**config.mk**
```make
export PLATFORM = sky130hd
export DESIGN_NAME = tapped_line_buffer
export DESIGN_NICKNAME = d
export VERILOG_FILES = /design/src/rtl/tapped_line_buffer.sv
export SDC_FILE = /design/constraint.sdc
export NUM_CORES = 1
export LEC_CHECK = 0
export CAP_MARGIN = 20
export CORE_UTILIZATION = 60
export CTS_BUF_LIST = sky130_fd_sc_hd__clkbuf_4
export CTS_CLUSTER_DIAMETER = 150
export DETAILED_ROUTE_END_ITERATION = 10
export PLACE_DENSITY = 0.86
export SYNTH_ARGS = -nofsm -noshare
export SYNTH_HDL_FRONTEND = slang
export SYNTH_SLANG_ARGS = --single-unit
```
**constraint.sdc**
```tcl
create_clock -name clk -period 6 [get_ports clk]
set_input_delay 1.2 -clock clk [delete_from_list [all_inputs] [get_ports clk]]
set_output_delay 1.2 -clock clk [all_outputs]
set_load 0.01 [all_outputs]
```
**src/rtl/tapped_line_buffer.sv**
```systemverilog
// Multi-tap line buffer: tap 0 register plus pNoTaps-1 circular segments sharing one
// write pointer, with run-time tap spacing and fill qualification of the taps.
module tapped_line_buffer #(
   parameter int pNoTaps      = 4,
   parameter int pMaxSpacing  = 8,
   parameter int pPtrLength   = (pMaxSpacing > 1) ? $clog2(pMaxSpacing) : 1,
   parameter int pDataLength  = 8,
   parameter int pCountLength = $clog2((pNoTaps - 1) * pMaxSpacing + 2)
) (
   input  logic                            clk,
   input  logic                            reset,
   input  logic                            clear,
   input  logic [pPtrLength:0]             spacing,
   input  logic                            enable,
   input  logic [pDataLength-1:0]          shift_in,
   output logic [pDataLength*pNoTaps-1:0]  taps,
   output logic                            taps_valid,
   output logic [pCountLength-1:0]         fill_level
);

   localparam logic [pPtrLength:0] MAX_S = (pPtrLength + 1)'(pMaxSpacing);

   typedef enum logic {ST_LOAD, ST_RUN} state_t;

   state_t                  state_q, state_d;
   logic                    load;
   logic [pPtrLength:0]     s_eff, s_clamp, s_cur, ptr_last;
   logic [pPtrLength-1:0]   wr_ptr;
   logic [pDataLength-1:0]  tap0;
   logic [pDataLength-1:0]  mem [pNoTaps-1][pMaxSpacing];
   logic [pCountLength-1:0] fill_q, fill_tgt, fill_inc;
   logic                    valid_q;

   always_ff @(posedge clk or posedge reset) begin
      if (reset) state_q <= ST_LOAD;
      else       state_q <= state_d;
   end

   // The first cycle out of reset latches spacing even without a clear.
   always_comb begin
      state_d = state_q;
      load    = 1'b0;
      case (state_q)
         ST_LOAD: begin
            load    = 1'b1;
            state_d = ST_RUN;
         end
         ST_RUN: state_d = ST_RUN;
         default: state_d = ST_LOAD;
      endcase
   end

   // On the load cycle the freshly clamped spacing already governs wrap and fill target.
   always_comb begin
      s_clamp = spacing;
      if (spacing == '0)          s_clamp = (pPtrLength + 1)'(1);
      else if (spacing > MAX_S)   s_clamp = MAX_S;
      s_cur    = load ? s_clamp : s_eff;
      ptr_last = s_cur - (pPtrLength + 1)'(1);
      fill_tgt = pCountLength'((pNoTaps - 1) * int'(s_cur) + 1);
      fill_inc = fill_q + pCountLength'(1);
   end

   always_ff @(posedge clk or posedge reset) begin
      if (reset) begin
         s_eff   <= MAX_S;
         wr_ptr  <= '0;
         tap0    <= '0;
         fill_q  <= '0;
         valid_q <= 1'b0;
      end else if (clear) begin
         s_eff   <= s_clamp;
         wr_ptr  <= '0;
         tap0    <= '0;
         fill_q  <= '0;
         valid_q <= 1'b0;
      end else begin
         if (load) s_eff <= s_clamp;
         if (enable) begin
            tap0   <= shift_in;
            wr_ptr <= ({1'b0, wr_ptr} == ptr_last) ? '0 : wr_ptr + 1'b1;
            if (fill_q != fill_tgt) begin
               fill_q  <= fill_inc;
               valid_q <= (fill_inc == fill_tgt);
            end
         end
      end
   end

   // Segment k pushes out its oldest entry to segment k+1 in the same slot it refills.
   always_ff @(posedge clk) begin
      if (enable && !clear && !reset) begin
         mem[0][wr_ptr] <= tap0;
         for (int unsigned k = 1; k < pNoTaps - 1; k++)
            mem[k][wr_ptr] <= mem[k-1][wr_ptr];
      end
   end

   always_comb begin
      taps = '0;
      taps[pDataLength-1:0] = tap0;
      for (int unsigned k = 1; k < pNoTaps; k++)
         taps[k*pDataLength +: pDataLength] = mem[k-1][wr_ptr];
   end

   assign taps_valid = valid_q;
   assign fill_level = fill_q;

endmodule
```
==> results of run 1 <==
==> cell usage after synthesis (5+ instances only) <==
library cell,count,share of area
a21oi_1,6,0.0036
a22oi_1,96,0.085
and3_1,7,0.0052
clkbuf_1,25,0.011
dfrtp_1,21,0.062
edfxtp_1,192,0.68
ha_1,7,0.010
inv_1,7,0.0031
mux2i_1,10,0.012
nand2_1,11,0.0049
nand2b_1,8,0.0059
nand4_1,24,0.018
nor2_1,17,0.0076
nor3_1,7,0.0042
nor3b_1,5,0.0045
o2111ai_1,5,0.0052
o21ai_0,5,0.0030
==> per-stage QoR <==
step | power [mW] | utilization | instances | hold slack [ns] | setup WS, ns
6_report | 3.093 | 0.7323 | 823 | 0.5433 | 0.9963
3_3_place_gp | 2.024 | 0.6879 | 739 | 0.5120 | 1.225
2_1_floorplan | 1.902 | - | 519 | 0.5504 | 1.793
5_1_grt | 3.216 | 0.7323 | 823 | 0.5694 | 0.8511
3_5_place_dp | 2.039 | 0.6879 | 739 | 0.5228 | 1.100
4_1_cts | 3.111 | 0.7315 | 822 | 0.5431 | 1.014
==> logic make-up after synthesis <==
logic type,Yosys count,synth area share
other cells,1,0.0004447
mux,13,0.01588
xor+xnor,9,0.01261
buf+inv,34,0.01528
fa+ha+maj,7,0.01039
flops,214,0.7491
simple gates,103,0.07048
compound gates,138,0.1258
==> per-layer routing <==
metal,vias to the layer above,GRT usage
met2,325,0.4458
met3,50,0.06226
li1,2356,-
met5,-,0
met1,2629,0.3601
met4,0,0.1142
==> final cells by class <==
class	count	area [µm²]
Sequential cell	214	6317
Fill cell	845	3601
Multi-Input combinational cell	271	2024
Timing Repair Buffer	72	676.9
Clock buffer	73	548.0
Tap cell	176	220.2
Clock inverter	10	38.79
Inverter	7	26.28
==> sequential cells by signal, summed over array words and instances, names as in the netlist <==
register,flops
mem,192
fill_level,5
wr_ptr,3
state_q,1
tap0,8
s_eff,4
taps_valid,1
==> worst register-to-register path, cell delays in order (launching register included) <==
cell      delay, ns
dfrtp_1        0.55
or2_2          0.38
o21ai_0        0.49
inv_1          0.10
ha_1           0.31
or4b_1         0.57
o2111a_1       0.19
and4_4         0.22
or4_4          0.55
a32o_1         0.28
==> power groups by stage <==
stage	logic (mW)	registers (mW)	clock network [mW]
2_1_floorplan	0.181	1.72	0
4_1_cts	0.311	1.70	1.10
5_1_grt	0.336	1.70	1.18
3_5_place_dp	0.308	1.73	0
6_report	0.313	1.70	1.08
3_3_place_gp	0.296	1.73	0
==> final timing paths <==
| check | cells after the start | start | slack (ns) | end |
|---|---|---|---|---|
| setup reg to reg | 9 | state_q | 2.24 | fill_level[1] |
| setup / recovery | 6 | wr_ptr[0] | 1.0 | taps[18] |
| max in group asynchronous | 3 | reset | 4.77 | s_eff[3] |
| min in group asynchronous | 3 | reset | 0.93 | fill_level[2] |
| hold / removal | 2 | taps_valid | 0.54 | taps_valid |
| hold reg to reg | 2 | taps_valid | 0.54 | taps_valid |
==> reports/results.ini, run 1 <==
[worst_setup_path]
cpPeakStageDelay_ns = 0.90
cp_slowest_cell = nor3b_2
cp.arrival_ns = 3.80
path_max_fanout = 16
critical_path_class = reg2out
start_kind = flop
crit_path_end_kind = output port
critPathTopFamily = simple AND/OR/NAND/NOR gates
critPathRequiredTime_ns = 4.80
crit_buf_inv = 3
path_cells = inv_1 > nor3b_2 > buf_4 > a22oi_1 > nand4_1 > clkdlybuf4s50_1

[detailed_routing]
routed_wl_um = 18810
viasPerCell = 6.513
drtAntennaViolNets = 0
top_layer = met4
wl_met2_um = 9366
drc = 0
drt-pass1-iter-count = 6
wl_met3_um = 1695
wire_per_inst_um = 22.85
vias = 5360
wl_met1_um = 7197
drt-initial-drc-count = 585

[global_routing]
grtUsageTotal = 0.2742
grt_pass1_vias = 5482
grt-ovfl-total = 0
antenna_found_initial = 0
grt_max_degree = 30
grt_pass1_wl_um = 29350

[cts]
cts_setup_buffers = 0
cts-resized-gates = 0
htreeDepth = 2
holdBufCountCts = 0
clk_pin_slew_ns = 0.06
cts_buffers = 50
clk_latency_ns = 0.65
cts_tree = done
cts_buffer_depth = 3
cts-root-buf = clkbuf_4
clock-sinks = 214

[floorplanning]
core.rowCount = 42
initial_core_util = 0.6269
die_w_um = 120.6
io_pins = 54
die_h_um = 120.6
coreArea_um2 = 13450
dieArea_um2 = 14530

[final_layout]
diodes = 0
syn_to_final_growth_pct = 16.82
final_area_um2 = 9852
drive_gt1_frac = 0.1793
final_cell_mix = edfxtp_1 (192), a22oi_1 (96), clkbuf_4 (73)
final_common_cell = edfxtp_1
nNetsFinal = 639

[power]
p_clk_frac = 0.350
vdd.ir_drop.worst_mv = 0.1884
p_seq_frac = 0.549
p_per_area_nw_per_um2 = 314.0
switching_power_mw = 0.7326
switching_share = 0.2368
comb_power_share = 0.101
p_int_mw = 2.361
leakagePower_nw = 3.396

[flow_run]
maxCapViolCount = 0

[sta]
max-slew-margin-rel = 0.2910
worstMarginPinSlew_ns = 1.059
tns_ns = 0
finClkSkew_ns = 0.03946
rsz0062_at_grt = false
drv_slew = 0
finalHoldViolations = 0
setup_viol = 0
fmax_ghz = 0.1999
fin_crit_sh = 0.8339
finalCriticalPeriod_ns = 5.004

[yosys]
synth_fp_nets = 542
yosysUniqueCellTypes = 55
synth_edf_count = 192
syn_area_um2 = 8433
syn_avg_cell_area_um2 = 16.25
ys.flop_type = edfxtp_1
ys_ff_latch = 214
synth_seq_area_share = 0.7491
yosys_warnings = 0
synthesis.instances = 519
async_flop_share = 0.1028

[hold_path]
hp-class = reg2reg

[place]
portBuffers = 53
hpwl_um = 10430
dpl_cell_area_um2 = 9254
gp_congestion = 0.8400

[run_status]
outcome = finished clean

(Power assumes the default switching activity.)
==> inputs of run 2 (changes only) <==
==> constraint.sdc (replaced) <==
create_clock -name clk -period 5 [get_ports clk]
set_input_delay 1 -clock clk [delete_from_list [all_inputs] [get_ports clk]]
set_output_delay 1 -clock clk [all_outputs]
set_load 0.01 [all_outputs]
==> reports/results.ini, run 2 (synthesis gave the netlist of run 1 again) <==
[flow_run]
maxCapViolCount = 0  ; unchanged

[run_status]
outcome = finished clean

[global_routing]
antenna_found_initial = 1  ; +1
grt_pass1_vias = 5445  ; -0.67%
grt_max_degree = 30  ; unchanged
grt_pass1_wl_um = 29530  ; +0.59%
grt-ovfl-total = 0  ; unchanged
grtUsageTotal = 0.2740  ; about the same

[floorplanning]
initial_core_util = 0.6269  ; unchanged
coreArea_um2 = 13450  ; unchanged
die_h_um = 120.6  ; unchanged
core.rowCount = 42  ; unchanged
io_pins = 54  ; unchanged
die_w_um = 120.6  ; unchanged
dieArea_um2 = 14530  ; unchanged

[detailed_routing]
vias = 5360  ; unchanged
viasPerCell = 6.442  ; -1.1%
wire_per_inst_um = 22.52  ; -1.4%
routed_wl_um = 18740  ; -0.36%
drtAntennaViolNets = 0  ; unchanged
drc = 0  ; unchanged
drt-initial-drc-count = 567  ; -3.1%
drt-pass1-iter-count = 5  ; -1

[place]
portBuffers = 53  ; unchanged
gp_congestion = 0.8649  ; +3.0%
hpwl_um = 10860  ; +4.1%

[sta]
setup_viol = 0  ; unchanged
rsz0062_at_grt = false
finalCriticalPeriod_ns = 4.407
worstMarginPinSlew_ns = 0.9283  ; -0.1306 ns
tns_ns = 0  ; unchanged
finalHoldViolations = 0  ; unchanged
finClkSkew_ns = 0.04393  ; +0.004476 ns
fmax_ghz = 0.2269
max-slew-margin-rel = 0.3811  ; +0.09016
drv_slew = 0  ; unchanged
fin_crit_sh = 0.8815

[cts]
clk_latency_ns = 0.63  ; -0.02 ns
cts_buffers = 51  ; +2.0%
clock-sinks = 214  ; unchanged
holdBufCountCts = 0  ; unchanged
cts-resized-gates = 0  ; unchanged
cts-root-buf = clkbuf_4
clk_pin_slew_ns = 0.07  ; about the same
cts_buffer_depth = 3  ; unchanged
cts_tree = done
htreeDepth = 2  ; unchanged
cts_setup_buffers = 0  ; unchanged

[hold_path]
hold_depth = 2  ; unchanged
hold_start = taps_valid
hp-class = reg2reg
min_to = taps_valid

[worst_setup_path]
start_kind = flop
critPathRequiredTime_ns = 4.00  ; -0.80 ns
critPathTopFamily = simple AND/OR/NAND/NOR gates
cp_slowest_cell = nor3b_2
crit_path_end_kind = output port
path_cells = nor3b_2 > buf_4 > a22oi_1 > nand4_1 > clkdlybuf4s50_1
cpPeakStageDelay_ns = 0.69  ; -0.21 ns
rr_worst_depth = 10  ; +1
r2r_setup_slack_ns = 1.61  ; -0.63 ns
r2r_start = state_q
r2r-end = fill_level[1]
crit_buf_inv = 2  ; -1
path_max_fanout = 12  ; -4
cp.arrival_ns = 3.41  ; -0.39 ns
critical_path_class = reg2out

[power]
p_per_area_nw_per_um2 = 375.5  ; +20%
leakagePower_nw = 3.441  ; +1.3%
vdd.ir_drop.worst_mv = 0.1952  ; +3.6%

[final_layout]
final_common_cell = edfxtp_1
drive_gt1_frac = 0.1878  ; +0.008497
largest_reg_flops = 192  ; unchanged
regMostFlops = mem
syn_to_final_growth_pct = 18.06
nNetsFinal = 645  ; +0.94%
final_cell_mix = edfxtp_1 (192), a22oi_1 (96), clkbuf_4 (75)
utilization = 0.7400  ; +0.007719

[run 2: cell types whose count changed in the layout (fill, tap and decap cells not counted), sizes merged]
cell,before,now
inv,8,7
clkbuf,73,75
buf,19,24
clkinv,9,11
diode,0,1
[run 2: area by class of cell]
| class | instances | area [µm²] |
|---|---|---|
| Clock buffer | 75 | 563.0 |
| Multi-Input combinational cell | 271 | 2031 |
| Antenna cell | 1 | 2.502 |
| Fill cell | 827 | 3497 |
| Sequential cell | 214 | 6317 |
| Inverter | 7 | 26.28 |
| Clock inverter | 11 | 47.55 |
| Timing Repair Buffer | 77 | 748.2 |
| Tap cell | 176 | 220.2 |
[run 2: metrics by stage]
| stage | instances | setup WS [ns] | instance area, µm² | hold slack [ns] | total power, mW |
|---|---|---|---|---|---|
| after CTS | 831 | 0.5998 | 9953 | 0.5443 | 3.759 |
| after floorplan | 519 | 0.9933 | 8433 | 0.5504 | 2.283 |
| after global placement | 745 | 0.6189 | 9343 | 0.5143 | 2.436 |
| after global routing | 832 | 0.4315 | 9956 | 0.5968 | 3.893 |
| after detailed placement | 745 | 0.5810 | 9343 | 0.5221 | 2.452 |
| final | 832 | 0.5927 | 9956 | 0.5434 | 3.738 |
[run 2: routing by layer]
metal / global-route usage / vias to the layer above / wire length, µm
li1: - / 2359 / -
met1: 0.3549 / 2658 / 7068
met2: 0.4591 / 301 / 9668
met3: 0.05283 / 42 / 1597
met4: 0.1111 / 0 / 405
met5: 0 / - / 0
[run 2: report_power, final]
part | internal [mW] | leakage [nW] | switching (mW)
clock network | 0.683 | 0.367 | 0.638
registers | 2.01 | 2.03 | 0.0291
logic | 0.163 | 1.04 | 0.215
total | 2.86 | 3.44 | 0.882
[run 2: worst max-delay path by stage]
stage / slack, ns / from / cells after the start / endpoint
5_1_grt: 0.43 / wr_ptr[2] / 4 / taps[13]
3_5_place_dp: 0.58 / spacing[3] / 11 / fill_level[1]
6_report: 0.59 / wr_ptr[2] / 5 / taps[11]
2_1_floorplan: 0.99 / spacing[3] / 10 / fill_level[1]
4_1_cts: 0.60 / wr_ptr[2] / 5 / taps[11]
3_3_place_gp: 0.62 / spacing[3] / 11 / fill_level[1]
[run 2: tightest hold or removal path: stages, from the launching register on]
cell	delay [ns]
dfrtp_1	0.39
inv_1	0.05
mux2i_1	0.06
